**src/rtl/hex_counter_display.sv**
```systemverilog
// Up/down hex counter driven by debounced buttons, with a load port and a multiplexed,
// active-low seven-segment scanner with optional leading-zero blanking.
module hex_counter_display #(
  parameter int unsigned CLK_FREQ_HZ      = 12000000,
  parameter int unsigned DEBOUNCE_TIME_MS = 10,
  parameter int unsigned NUM_DIGITS       = 4,
  parameter int unsigned REFRESH_HZ       = 1000,
  parameter bit          BLANK_LZ         = 1'b0
) (
  input  logic                    clk,
  input  logic                    reset,
  input  logic                    btn_inc,
  input  logic                    btn_dec,
  input  logic                    load,
  input  logic [4*NUM_DIGITS-1:0] load_value,
  input  logic [NUM_DIGITS-1:0]   dp_in,
  output logic [NUM_DIGITS-1:0]   an,
  output logic [7:0]              sseg,
  output logic [4*NUM_DIGITS-1:0] count,
  output logic                    wrap
);

  localparam int unsigned DbRaw   = CLK_FREQ_HZ / 1000 * DEBOUNCE_TIME_MS;
  localparam int unsigned DbCyc   = (DbRaw < 1) ? 1 : DbRaw;
  localparam int unsigned ScanRaw = CLK_FREQ_HZ / (REFRESH_HZ * NUM_DIGITS);
  localparam int unsigned ScanCyc = (ScanRaw < 1) ? 1 : ScanRaw;
  localparam int unsigned DbW     = $clog2(DbCyc + 1);
  localparam int unsigned ScanW   = $clog2(ScanCyc + 1);
  localparam int unsigned IdxW    = (NUM_DIGITS > 1) ? $clog2(NUM_DIGITS) : 1;
  localparam int unsigned CntW    = 4 * NUM_DIGITS;

  function automatic logic [6:0] hex_glyph(input logic [3:0] v);
    logic [6:0] g;
    unique case (v)
      4'h0: g = 7'b1000000;
      4'h1: g = 7'b1111001;
      4'h2: g = 7'b0100100;
      4'h3: g = 7'b0110000;
      4'h4: g = 7'b0011001;
      4'h5: g = 7'b0010010;
      4'h6: g = 7'b0000010;
      4'h7: g = 7'b1111000;
      4'h8: g = 7'b0000000;
      4'h9: g = 7'b0010000;
      4'hA: g = 7'b0001000;
      4'hB: g = 7'b0000011;
      4'hC: g = 7'b1000110;
      4'hD: g = 7'b0100001;
      4'hE: g = 7'b0000110;
      default: g = 7'b0001110;
    endcase
    return g;
  endfunction

  // Index 0 = increment button, index 1 = decrement button.
  logic [1:0]           sync1_q, sync2_q;
  logic [1:0]           stable_q, stable_d;
  logic [1:0]           pulse_q, pulse_d;
  logic [1:0][DbW-1:0]  db_cnt_q, db_cnt_d;
  logic [CntW-1:0]      count_q, count_d;
  logic                 wrap_q, wrap_d;
  logic [ScanW-1:0]     scan_cnt_q, scan_cnt_d;
  logic [IdxW-1:0]      idx_q, idx_d;
  logic [NUM_DIGITS-1:0] an_q, an_d;
  logic [7:0]           sseg_q, sseg_d;
  logic                 tick;

  always_comb begin
    for (int b = 0; b < 2; b++) begin
      stable_d[b] = stable_q[b];
      pulse_d[b]  = 1'b0;
      db_cnt_d[b] = '0;
      // Any cycle where the input agrees with the stable state restarts the count.
      if (sync2_q[b] != stable_q[b]) begin
        if (db_cnt_q[b] == DbW'(DbCyc - 1)) begin
          stable_d[b] = sync2_q[b];
          pulse_d[b]  = sync2_q[b];
        end else begin
          db_cnt_d[b] = db_cnt_q[b] + DbW'(1);
        end
      end
    end
  end

  always_comb begin
    count_d = count_q;
    wrap_d  = 1'b0;
    if (load) begin
      count_d = load_value;
    end else if (pulse_q[0] ^ pulse_q[1]) begin
      if (pulse_q[0]) begin
        count_d = count_q + CntW'(1);
        wrap_d  = &count_q;
      end else begin
        count_d = count_q - CntW'(1);
        wrap_d  = ~|count_q;
      end
    end
  end

  logic [3:0] cur_digit;
  logic       cur_dp;
  logic       upper_zero;

  always_comb begin
    tick       = (scan_cnt_q == ScanW'(ScanCyc - 1));
    scan_cnt_d = tick ? '0 : scan_cnt_q + ScanW'(1);
    idx_d      = idx_q;
    if (tick) begin
      idx_d = (idx_q == IdxW'(NUM_DIGITS - 1)) ? '0 : idx_q + IdxW'(1);
    end

    cur_digit  = 4'h0;
    cur_dp     = 1'b0;
    upper_zero = 1'b1;
    for (int d = 0; d < NUM_DIGITS; d++) begin
      an_d[d] = (IdxW'(d) != idx_q);
      if (IdxW'(d) == idx_q) begin
        cur_digit = count_q[4*d +: 4];
        cur_dp    = dp_in[d];
      end
      // Selected digit is blankable only if it and every digit above it are zero.
      if (d >= int'(idx_q) && count_q[4*d +: 4] != 4'h0) begin
        upper_zero = 1'b0;
      end
    end

    sseg_d[7] = ~cur_dp;
    if (BLANK_LZ && upper_zero && idx_q != '0) begin
      sseg_d[6:0] = 7'b1111111;
    end else begin
      sseg_d[6:0] = hex_glyph(cur_digit);
    end
  end

  always_ff @(posedge clk or negedge reset) begin
    if (!reset) begin
      sync1_q    <= '0;
      sync2_q    <= '0;
      stable_q   <= '0;
      pulse_q    <= '0;
      db_cnt_q   <= '0;
      count_q    <= '0;
      wrap_q     <= 1'b0;
      scan_cnt_q <= '0;
      idx_q      <= '0;
      an_q       <= '1;
      sseg_q     <= 8'hFF;
    end else begin
      sync1_q    <= {btn_dec, btn_inc};
      sync2_q    <= sync1_q;
      stable_q   <= stable_d;
      pulse_q    <= pulse_d;
      db_cnt_q   <= db_cnt_d;
      count_q    <= count_d;
      wrap_q     <= wrap_d;
      scan_cnt_q <= scan_cnt_d;
      idx_q      <= idx_d;
      if (tick) begin
        an_q   <= an_d;
        sseg_q <= sseg_d;
      end
    end
  end

  assign an    = an_q;
  assign sseg  = sseg_q;
  assign count = count_q;
  assign wrap  = wrap_q;

endmodule
```
**config.mk**
```make
export PLATFORM = sky130hd
export DESIGN_NAME = hex_counter_display
export DESIGN_NICKNAME = d
export VERILOG_FILES = /design/src/rtl/hex_counter_display.sv
export SDC_FILE = /design/constraint.sdc
export NUM_CORES = 1
export LEC_CHECK = 0
export ABC_AREA = 0
export CAP_MARGIN = 20
export CORE_ASPECT_RATIO = 0.5
export CORE_MARGIN = 3
export CORE_UTILIZATION = 57
export CTS_CLUSTER_DIAMETER = 100
export DETAILED_ROUTE_END_ITERATION = 8
export PLACE_DENSITY = 0.81
export SYNTH_ARGS = -nofsm -noshare
export SYNTH_HDL_FRONTEND = slang
export SYNTH_SLANG_ARGS = --single-unit
```
**constraint.sdc**
```tcl
create_clock -name clk -period 2.9 [get_ports clk]
set_input_delay 0.58 -clock clk [delete_from_list [all_inputs] [get_ports clk]]
set_output_delay 0.58 -clock clk [all_outputs]
set_load 0.01 [all_outputs]
```
Word-level counts from Yosys, hierarchy flattened
Memory sizes are Yosys's and may differ from the RTL's. A register that Yosys moved wholly into a read port is not among the register bits.
Cells that the tools add are included.

cells by class
  add/subtract/negate cells = 6
  eq/ne operators = 12
  multiplexer cells = 24
  bitwise operators = 2
  reduce and logical (&&, ||, !) cells = 9

operator list
  operator               number
  $mux 17                4
  $mux 16                3
  $add 17x1->17 const B  2
  $eq 17x17->1 const B   2
  $add 16x1->16 const B  1
  $mux 4                 4
  $reduce_and 16->1      1
  $reduce_or 16->1       1
  $sub 16x1->16 const B  1
  $add 12x1->12 const B  1
  $eq 12x12->1 const B   1
  $mux 12                1
  $mux 1                 11
  $eq 2x2->1 const A     2
  $ne 2x2->1 const A     2
  $reduce_and 2->1       2
  $reduce_bool 2->1      2
  $add 2x1->2 const B    1
  $eq 1x2->1 const A     1
  $eq 2x2->1 const B     1
  $logic_not 1->1        2
  $logic_not 2->1        1
  $mux 2                 1
  $ne 1x1->1             2
  3 further kinds        3

storage, ports and cells
  register bits = 85
  memory bits (read-only) = 112
  input bits = 25
  output and inout port bits = 29
  logic and storage cells = 67
  memories = 1

memory list
  memory            words  bits a word  read ports  clocked after Yosys merged registers in  write ports  line  source
  (name not given)  16     7            1           1                                        0            34    unique case (v)

Longest topological paths before layout
Gate-level depths: netlist (run 1).

  word-level depth = 6
  depth in mapped cells = 13
  mapped depth without buffers = 12

Least setup slack after synthesis (run 1)
Ideal clock, no wire load.

  kind = reg2reg
  start = register count_q[0] (netlist: count[0])
  end = register count_q[12] (netlist: count[12])
  library setup time = 77 ps
  arrival time = 2335 ps
  required time = 2823 ps
  slack = 488 ps
  cell stages (with the launch flop) = 10
  path buffers = 0
  clock period less this slack = 2412 ps
  cell sequence = dfrtp_1 inv_1 fa_1 nor2b_1 o21ai_2 a21oi_2 a41oi_2 o31ai_1 mux2_1 a21oi_1

on the way
  cells in the longest elaborated chain, start to end = 4
  elaborated cells between the ends (all ways) = 5
  classes of those cells = add/sub (2); mux (3)

RTL lines
  what                                                   line    source
  from (decl)                                            60      logic [CntW-1:0] count_q, count_d;
  from (signal assigned)                                 155     count_q <= count_d;
  $sub 16x1->16 / $add 16x1->16 (equally long branches)  95, 92
  $mux 16 (*)                                            91      if (pulse_q[0]) begin
  $mux 16 (*)                                            90      end else if (pulse_q[0] ^ pulse_q[1]) begin
  $mux 16 (*)                                            88      if (load) begin

Mark *: on every way between the ends. The rest lies on a longest branch, timed or not. The select of a mux whose other input is x is not followed.
A chain may end at the register's enable or synchronous reset.

Final worst setup path (run 1)
  start = register pulse_q[0]
  end = register count_q[15] (netlist: count[15])

on the way
  cells in the longest elaborated chain, start to end = 3
  elaborated cells between the ends (all ways) = 5
  classes of those cells = mux (3); bitwise (1); reduce/logical (1)

RTL lines
  what                    line  source
  from (decl)             58    logic [1:0] pulse_q, pulse_d;
  from (signal assigned)  153   pulse_q <= pulse_d;
  $mux 16                 91
  $mux 16                 90
  $mux 16                 88

Several ways; a longest one is shown, not always the timed one. The select of a mux whose other input is x is not followed.

==> results of run 1 <==
## synth_stat cells, types with 12 or more instances
cell / count / share of area (%)
ha_1: 27 / 6.9
o21ai_0: 20 / 2.0
a21oi_1: 27 / 2.8
dfstp_2: 12 / 6.4
nand2_1: 52 / 4.0
xor2_1: 29 / 5.2
nand3_1: 21 / 2.1
xnor2_1: 23 / 4.1
nand4_1: 15 / 1.9
inv_1: 16 / 1.2
nor2_1: 75 / 5.7
dfrtp_1: 73 / 37
## power groups by stage
stage	Clock (mW)	Combinational [mW]	Sequential, mW
3_5_place_dp	0	0.423	1.28
4_1_cts	1.38	0.431	1.26
6_report	1.36	0.435	1.26
2_1_floorplan	0	0.254	1.28
5_1_grt	1.43	0.476	1.26
3_3_place_gp	0	0.415	1.28
## what timing repair did
| action | in CTS | in global routing |
|---|---|---|
| gates resized for setup | 0 | 2 |
| setup endpoints to repair | 0 | 3 |
| setup buffers | 0 | 1 |
| hold buffers | 0 | 0 |
## sequential cells by signal, indices dropped and copies added, names as in the netlist
name,flops
sync1_q,2
sync2_q,2
wrap,1
idx_q,2
count,16
scan_cnt_q,12
an,4
db_cnt_q,34
pulse_q,2
sseg,8
stable_q,2
## cell families after synthesis
| family | count (synthesis) |
|---|---|
| XOR/XNOR | 52 |
| multiplexers | 10 |
| flip-flops | 85 |
| AND/OR/NAND/NOR | 220 |
| adder cells (fa/ha/maj) | 28 |
| buffers and inverters | 32 |
| AO/OA/AOI/OAI | 95 |
## routing by layer
metal	vias to the layer above	wire [um]	global-route usage, %
met1	1960	5060	30.4
met5	-	0	0
met4	0	222	7.74
met3	31	664	6.66
li1	1951	-	-
met2	142	5230	37.8
## final cells by class
cell class	count	area (um2)	share of cell area [%]
timing repair buffer	64	623	10.5
clock buffer	9	225	3.78
tap	112	140	2.35
multi-input combinational	405	2630	44.1
inverter	16	63.8	1.07
sequential	85	2140	36.0
clock inverter	7	130	2.19
## critical path, stage by stage, from the launching register on
cell        delay [ns]
dfrtp_1           0.50
clkinvlp_4        0.19
buf_12            0.17
ha_1              0.40
nand2_2           0.09
nor4_2            0.34
o21ai_2           0.12
o211ai_1          0.25
mux2i_1           0.31
xor2_1            0.17
o21ai_1           0.07
## worst max-delay path by stage
| stage | from | to | slack [ns] | cells after the start |
|---|---|---|---|---|
| final | pulse_q[0] | count[15] | 0.16 | 10 |
| after detailed placement | pulse_q[0] | count[13] | 0.21 | 9 |
| after global placement | idx_q[0] | sseg[6] | 0.32 | 12 |
| after floorplan | count[0] | count[12] | 0.49 | 9 |
| after CTS | pulse_q[0] | count[13] | 0.12 | 9 |
| after global routing | pulse_q[0] | count[15] | 0.07 | 10 |
==> flow_metrics.py, run 1 <==
metrics = {
    "run_status": {
        "status": "finished clean",
    },
    "pwr": {
        "switching_power_uw": 779,
        "power_mw": 3.06,
        "clkPwrFrac_pct": 44.5,
        "p_leak_nw": 2.55,
        "seqPwrFrac_pct": 41.3,
        "max-vdd-ir-drop_mv": 0.299,
        "netSwitchingFraction_pct": 25.5,
        "power_density_nw_per_um2": 513,
        "p_int_mw": 2.28,
        "pwr-share-comb_pct": 14.3,
    },
    "clock_network": {
        "cts_sinks": 85,
        "cts_root_buffer": "clkbuf_16",
        "clkTransAtPathRegs_ns": 0.07,
        "cts_htree_levels": 3,
        "cts_inserted_buffers": 9,
        "cts_tree": "done",
        "clock_latency_ns": 0.34,
        "clock_path_buffers": 2,
    },
    "final_layout": {
        "final_nets": 634,
        "most-common-layout-cells": "75 x nor2_1, 73 x dfrtp_1, 52 x nand2_1, 52 x clkdlybuf4s50_1, 29 x xor2_1",
        "drive_gt1_share_pct": 11.3,
        "diodes": 0,
        "final_common_cell": "nor2_1",
        "stdcell_area_um2": 5950,
        "syn_to_final_growth_pct": 21.2,
        "final_util_pct": 72.8,
        "layoutNonFillerInstCount": 698,
        "nFillCells": 572,
    },
    "floorplan": {
        "die_h_um": 71.6,
        "die_w_um": 137,
        "rows": 23,
        "dieArea_um2": 9830,
        "start_util_pct": 60.1,
        "pin_count": 54,
        "coreArea_um2": 8170,
    },
    "drt": {
        "drt_iter0_drc": 279,
        "first_pass_iters": 4,
        "ant_nets": 0,
        "drt_wl_total_um": 11200,
        "vias": 4084,
        "vias_per_cell": 5.85,
        "routedWlPerCell_um": 16.0,
        "drcViolationCount": 0,
    },
    "setup_path": {
        "worst_ep_required_time_ns": 3.13,
        "ff2ff_setup_slack_ns": 0.16,
        "r2r-start": "pulse_q[0]",
        "reg2reg_to": "count[15]",
        "reg2reg_depth": 10,
        "cp-start-kind": "register",
        "criticalPathCategory": "register to register",
        "critical_path.max_fanout": 14,
        "arrival_ns": 2.96,
        "endpoint_kind": "register",
    },
    "synth": {
        "synth_mux_area_share_pct": 2.50,
        "syn_area_um2": 4910,
        "synth_flop_cell": "dfrtp_1",
        "synth_nets": 575,
        "ys_types": 60,
        "synth_top_family_by_area": "simple AND/OR/NAND/NOR gates",
        "yosysSeqAreaShare_pct": 43.6,
        "synthAdderAreaFrac_pct": 7.29,
        "synth_xor_area_share_pct": 9.28,
        "syn_avg_cell_area_um2": 9.40,
        "synth_compound_area_share_pct": 13.0,
        "yosysWarnings": 0,
        "async_reset_ff_share_pct": 100,
        "syn_inst": 522,
        "ys_ff_latch": 85,
        "synth_edf_count": 0,
        "yosys.area_share.simple_pct": 21.4,
    },
    "placement": {
        "dp_slack_ns": 0.207,
        "dpl_cell_area_um2": 5570,
        "io_buffers": 53,
        "dp_hpwl_um": 7750,
        "dp.cells": 681,
        "gp_congestion": 0.908,
    },
    "grt": {
        "antenna_found_initial": 0,
        "grt_max_degree": 45,
        "grt_util_all_layers_pct": 23.3,
        "grt_pass1_vias": 3869,
        "grt_overflow": 0,
        "grt_pass1_wl_um": 18200,
    },
    "timing": {
        "fmax_ghz": 0.366,
        "worst_pin_slew_ns": 0.598,
        "rsz0062_at_grt": "no",
        "period_share_pct": 94.3,
        "finalHoldViolCount": 0,
        "relSlewSlack_pct": 60.0,
        "drv_slew": 0,
        "setup_violations": 0,
        "setup_ws_ns": 0.165,
        "holdWs_ns": 0.206,
        "fin_crit_ns": 2.74,
        "skew_ns": 0.00940,
        "final.setup.tns_ns": 0,
    },
    "hold_path": {
        "hold_class": "input port to async pin",
    },
    "job": {
        "maxCapViolations": 0,
    },
}
No activity file was read; power rests on OpenSTA's default activity.
==> run 2: changes to the inputs <==
CORE_MARGIN = default   (was 3)
==> flow_metrics.py, run 2 (synthesized netlist as in run 1, its figures left out) <==
metrics = {
    "run_status": {
        "status": "finished clean",
    },
    "setup_path": {
        "arrival_ns": 2.95,
        "slowest_stage": "mux4_2",
        "cp-start-kind": "register",
        "path_cells": "inv_1 -> ha_1 -> nand3b_1 -> a21oi_1 -> a21oi_1 -> o21ai_1 -> inv_1 -> ha_1 -> inv_1 -> mux4_2 -> nand2_1 -> nand2_1",
        "cp_common_cell": "inv_1",
        "critical_path.max_fanout": 11,
        "worst_ep_required_time_ns": 3.18,
        "endpoint_kind": "register",
        "criticalPathCategory": "register to register",
        "slowest_delay_ns": 0.45,
    },
    "grt": {
        "grt_overflow": 0,
        "grt_pass1_vias": 3734,
        "grt_util_all_layers_pct": 25.9,
        "grt_max_degree": 55,
        "antenna_found_initial": 0,
        "grt_pass1_wl_um": 17900,
    },
    "drt": {
        "first_pass_iters": 4,
        "met3_length_um": 538,
        "routedWlPerCell_um": 15.6,
        "drcViolationCount": 0,
        "drt_wl_total_um": 10900,
        "drt_iter0_drc": 249,
        "vias": 3979,
        "wl_met2_um": 4990,
        "top_layer_used": "met4",
        "ant_nets": 0,
        "met1_length_um": 5160,
        "vias_per_cell": 5.69,
    },
    "final_layout": {
        "nFillCells": 575,
        "layoutNonFillerInstCount": 699,
        "syn_to_final_growth_pct": 20.3,
        "stdcell_area_um2": 5910,
        "most-common-layout-cells": "75 x nor2_1, 73 x dfrtp_1, 52 x nand2_1, 52 x clkdlybuf4s50_1, 29 x xor2_1",
        "diodes": 0,
        "final_common_cell": "nor2_1",
        "final_nets": 636,
        "largest_reg_flops": 34,
        "drive_gt1_share_pct": 11.4,
        "regMostFlops": "db_cnt_q",
    },
    "clock_network": {
        "cts_root_buffer": "clkbuf_16",
        "clock_latency_ns": 0.34,
        "cts_tree": "done",
        "clkTransAtPathRegs_ns": 0.06,
        "cts_sinks": 85,
        "holdBufCountCts": 0,
        "cts_htree_levels": 3,
        "cts_inserted_buffers": 9,
        "clock_path_buffers": 2,
    },
    "pwr": {
        "power_density_nw_per_um2": 484,
        "p_leak_nw": 2.52,
        "max-vdd-ir-drop_mv": 0.316,
    },
    "floorplan": {
        "die_w_um": 133,
        "dieArea_um2": 9010,
        "start_util_pct": 60.1,
        "rows": 23,
        "die_h_um": 67.6,
        "pin_count": 54,
        "coreArea_um2": 8170,
    },
    "timing": {
        "worst_pin_slew_ns": 0.679,
        "finalHoldViolCount": 0,
        "fin_crit_ns": 2.67,
        "relSlewSlack_pct": 54.7,
        "skew_ns": 0.00343,
        "final.setup.tns_ns": 0,
        "drv_slew": 0,
        "rsz0062_at_grt": "no",
        "period_share_pct": 92.0,
        "setup_violations": 0,
        "fmax_ghz": 0.375,
    },
    "hold_path": {
        "hold_class": "input port to async pin",
    },
    "placement": {
        "dpl_cell_area_um2": 5570,
        "dp.cells": 680,
        "dp_hpwl_um": 7680,
        "io_buffers": 53,
        "gp_congestion": 0.909,
    },
    "job": {
        "maxCapViolations": 0,
    },
}
-- run 2: cell types whose count changed in the layout (fill, tap and decap cells not counted), sizes merged --
cell      change
bufinv        -2
clkinv        +1
buf           +2
inv           -1
clkinvlp      +1
-- run 2: through the flow --
step | hold WS, ns | total power, mW | util, % | worst slack [ns]
after floorplan | 0.284 | 1.54 | - | 0.488
after global placement | 0.334 | 1.70 | 68.2 | 0.303
after detailed placement | 0.338 | 1.71 | 68.2 | 0.197
after CTS | 0.296 | 2.87 | 71.8 | 0.155
after global routing | 0.317 | 2.98 | 72.3 | 0.00699
final | 0.277 | 2.86 | 72.3 | 0.232
-- run 2: power breakdown --
group          internal (mW)  switching, mW  leakage (nW)
clock                  0.671          0.492         0.144
combinational          0.203          0.231          1.30
sequential              1.22         0.0453          1.08
-- run 2: metal layers --
metal  vias to the layer above  track usage [%]
met5                         -                0
met4                         0             9.52
met3                        22             6.23
met2                       101             42.5
met1                      1908             33.9
li1                       1948                -
-- run 2: final timing paths --
| path | end | from | cells past startpoint | slack (ns) |
|---|---|---|---|---|
| max in group asynchronous | an[2] | reset | 2 | 1.95 |
| setup / recovery | sseg[3] | idx_q[1] | 12 | 0.23 |
| setup reg to reg | sseg[3] | idx_q[1] | 12 | 0.23 |
| min in group clk | sync2_q[1] | sync1_q[1] | 0 | 0.35 |
| hold / removal | db_cnt_q[31] | reset | 1 | 0.28 |
| hold reg to reg | sync2_q[1] | sync1_q[1] | 0 | 0.35 |
-- run 2: final cells by class --
type,count,area [um2],share of cell area [%]
clock inverters,6,71.3,1.21
inverters,16,63.8,1.08
repair buffers,66,638,10.8
multi-input cells,405,2630,44.5
clock buffers,9,225,3.81
well taps,112,140,2.37
flip-flops and latches,85,2140,36.3
-- run 2: worst max-delay path: cells and delay by family, from the launching register on --
kind,cells,cell delay (ns)
AO/OA/AOI/OAI,3,0.52
adder cells (fa/ha/maj),2,0.62
buffers and inverters,3,0.31
flip-flops,1,0.37
multiplexers,1,0.45
AND/OR/NAND/NOR,3,0.34
-- run 2: timing repair --
item | CTS | global route
gates resized for setup | 0 | 3
endpoints found under the setup margin | 0 | 5
buffers inserted | 0 | 4
==> run 3: changes to the inputs <==
SETUP_SLACK_MARGIN = 0.05   (was default)
==> flow_metrics.py, run 3 (synthesized netlist as in run 1, its figures left out) <==
metrics = {
    "drt": {
        "ant_nets": 0,
        "vias": 4014,
        "drt_iter0_drc": 258,
        "vias_per_cell": 5.74,
        "drcViolationCount": 0,
        "routedWlPerCell_um": 15.6,
        "first_pass_iters": 5,
        "drt_wl_total_um": 10900,
    },
    "clock_network": {
        "cts_htree_levels": 3,
        "clkTransAtPathRegs_ns": 0.06,
        "clock_path_buffers": 2,
        "cts_root_buffer": "clkbuf_16",
        "clock_latency_ns": 0.34,
        "cts_sinks": 85,
        "cts_inserted_buffers": 9,
        "cts_tree": "done",
    },
    "final_layout": {
        "final_common_cell": "nor2_1",
        "diodes": 0,
        "largest_reg_flops": 34,
        "regMostFlops": "db_cnt_q",
        "most-common-layout-cells": "75 x nor2_1, 73 x dfrtp_1, 52 x nand2_1, 52 x clkdlybuf4s50_1, 29 x xor2_1",
        "final_nets": 636,
        "drive_gt1_share_pct": 11.6,
        "layoutNonFillerInstCount": 699,
        "syn_to_final_growth_pct": 20.4,
    },
    "setup_path": {
        "endpoint_kind": "register",
        "critical-path-top-delay-family": "simple AND/OR/NAND/NOR gates",
        "ff2ff_setup_slack_ns": 0.25,
        "slowest_delay_ns": 0.46,
        "arrival_ns": 2.86,
        "worst_ep_required_time_ns": 3.11,
        "path_cells": "clkinvlp_4 -> buf_4 -> ha_1 -> and3_1 -> nor2b_1 -> nand3_1 -> o211ai_1 -> mux2i_1 -> xor2_1 -> o21ai_1",
        "slowest_stage": "dfrtp_1",
        "cp-start-kind": "register",
        "critical_path_buf_inv_count": 2,
        "criticalPathCategory": "register to register",
        "critical_path.max_fanout": 9,
    },
    "grt": {
        "grt_max_degree": 55,
        "antenna_found_initial": 0,
        "grt_pass1_wl_um": 17900,
        "grt_overflow": 0,
        "grt_util_all_layers_pct": 25.9,
        "grt_pass1_vias": 3734,
    },
    "placement": {
        "gp_congestion": 0.909,
        "io_buffers": 53,
        "dp_slack_ns": 0.197,
        "dp.cells": 680,
        "dp_hpwl_um": 7680,
    },
    "timing": {
        "relSlewSlack_pct": 54.5,
        "period_share_pct": 91.3,
        "drv_slew": 0,
        "finalHoldViolCount": 0,
        "worst_pin_slew_ns": 0.682,
        "fmax_ghz": 0.378,
        "setup_violations": 0,
        "setup_ws_ns": 0.253,
        "rsz0062_at_grt": "yes",
        "skew_ns": 0.00366,
        "fin_crit_ns": 2.65,
        "final.setup.tns_ns": 0,
        "holdWs_ns": 0.277,
    },
    "run_status": {
        "status": "finished clean",
    },
    "job": {
        "maxCapViolations": 0,
    },
    "hold_path": {
        "hold_class": "input port to async pin",
    },
    "pwr": {
        "power_density_nw_per_um2": 484,
        "max-vdd-ir-drop_mv": 0.316,
        "p_leak_nw": 2.52,
    },
    "floorplan": {
        "coreArea_um2": 8170,
        "dieArea_um2": 9010,
        "pin_count": 54,
        "die_w_um": 133,
        "die_h_um": 67.6,
        "start_util_pct": 60.1,
        "rows": 23,
    },
}
run 3: final timing paths:
check                           startpoint      endpoint  cells after the start
worst min register to register  sync1_q[1]    sync2_q[1]                      0
worst max-delay path            pulse_q[0]     count[15]                     10
worst min-delay path                 reset  db_cnt_q[31]                      1
min in group clk                sync1_q[1]    sync2_q[1]                      0
max in group asynchronous            reset         an[2]                      2
worst max register to register  pulse_q[0]     count[15]                     10
run 3: what timing repair did:
| item | CTS | global route |
|---|---|---|
| buffers inserted | 0 | 4 |
| setup endpoints to repair | 0 | 6 |
| hold endpoints to repair | 0 | 0 |
| hold buffers | 0 | 0 |
| resized for setup | 0 | 4 |
run 3: per-layer routing:
metal	share of wire (%)	up-vias	track usage (%)
met5	0	-	0
met4	1.7	0	9.52
met3	5.0	24	6.23
met2	46	112	42.5
met1	47	1933	33.9
li1	-	1945	-
run 3: final cells by class:
| cell class | count | area [um2] |
|---|---|---|
| Clock inverter | 6 | 71.3 |
| Timing Repair Buffer | 66 | 638 |
| Clock buffer | 9 | 225 |
| Sequential cell | 85 | 2140 |
| Multi-Input combinational cell | 405 | 2630 |
| Tap cell | 112 | 140 |
| Fill cell | 573 | 2260 |
| Inverter | 16 | 63.8 |
run 3: per-stage QoR:
step           total power [mW]  area [um2]  util, %
5_1_grt                    2.99        5910     72.3
6_report                   2.86        5910     72.3
3_5_place_dp               1.71        5570     68.2
4_1_cts                    2.87        5870     71.8
3_3_place_gp               1.70        5570     68.2
2_1_floorplan              1.54        4910        -
run 3: power breakdown:
group / internal (mW) / switching (mW) / total (mW)
combinational: 0.203 / 0.231 / 0.434
clock: 0.671 / 0.493 / 1.16
sequential: 1.22 / 0.0458 / 1.26
total: 2.09 / 0.769 / 2.86
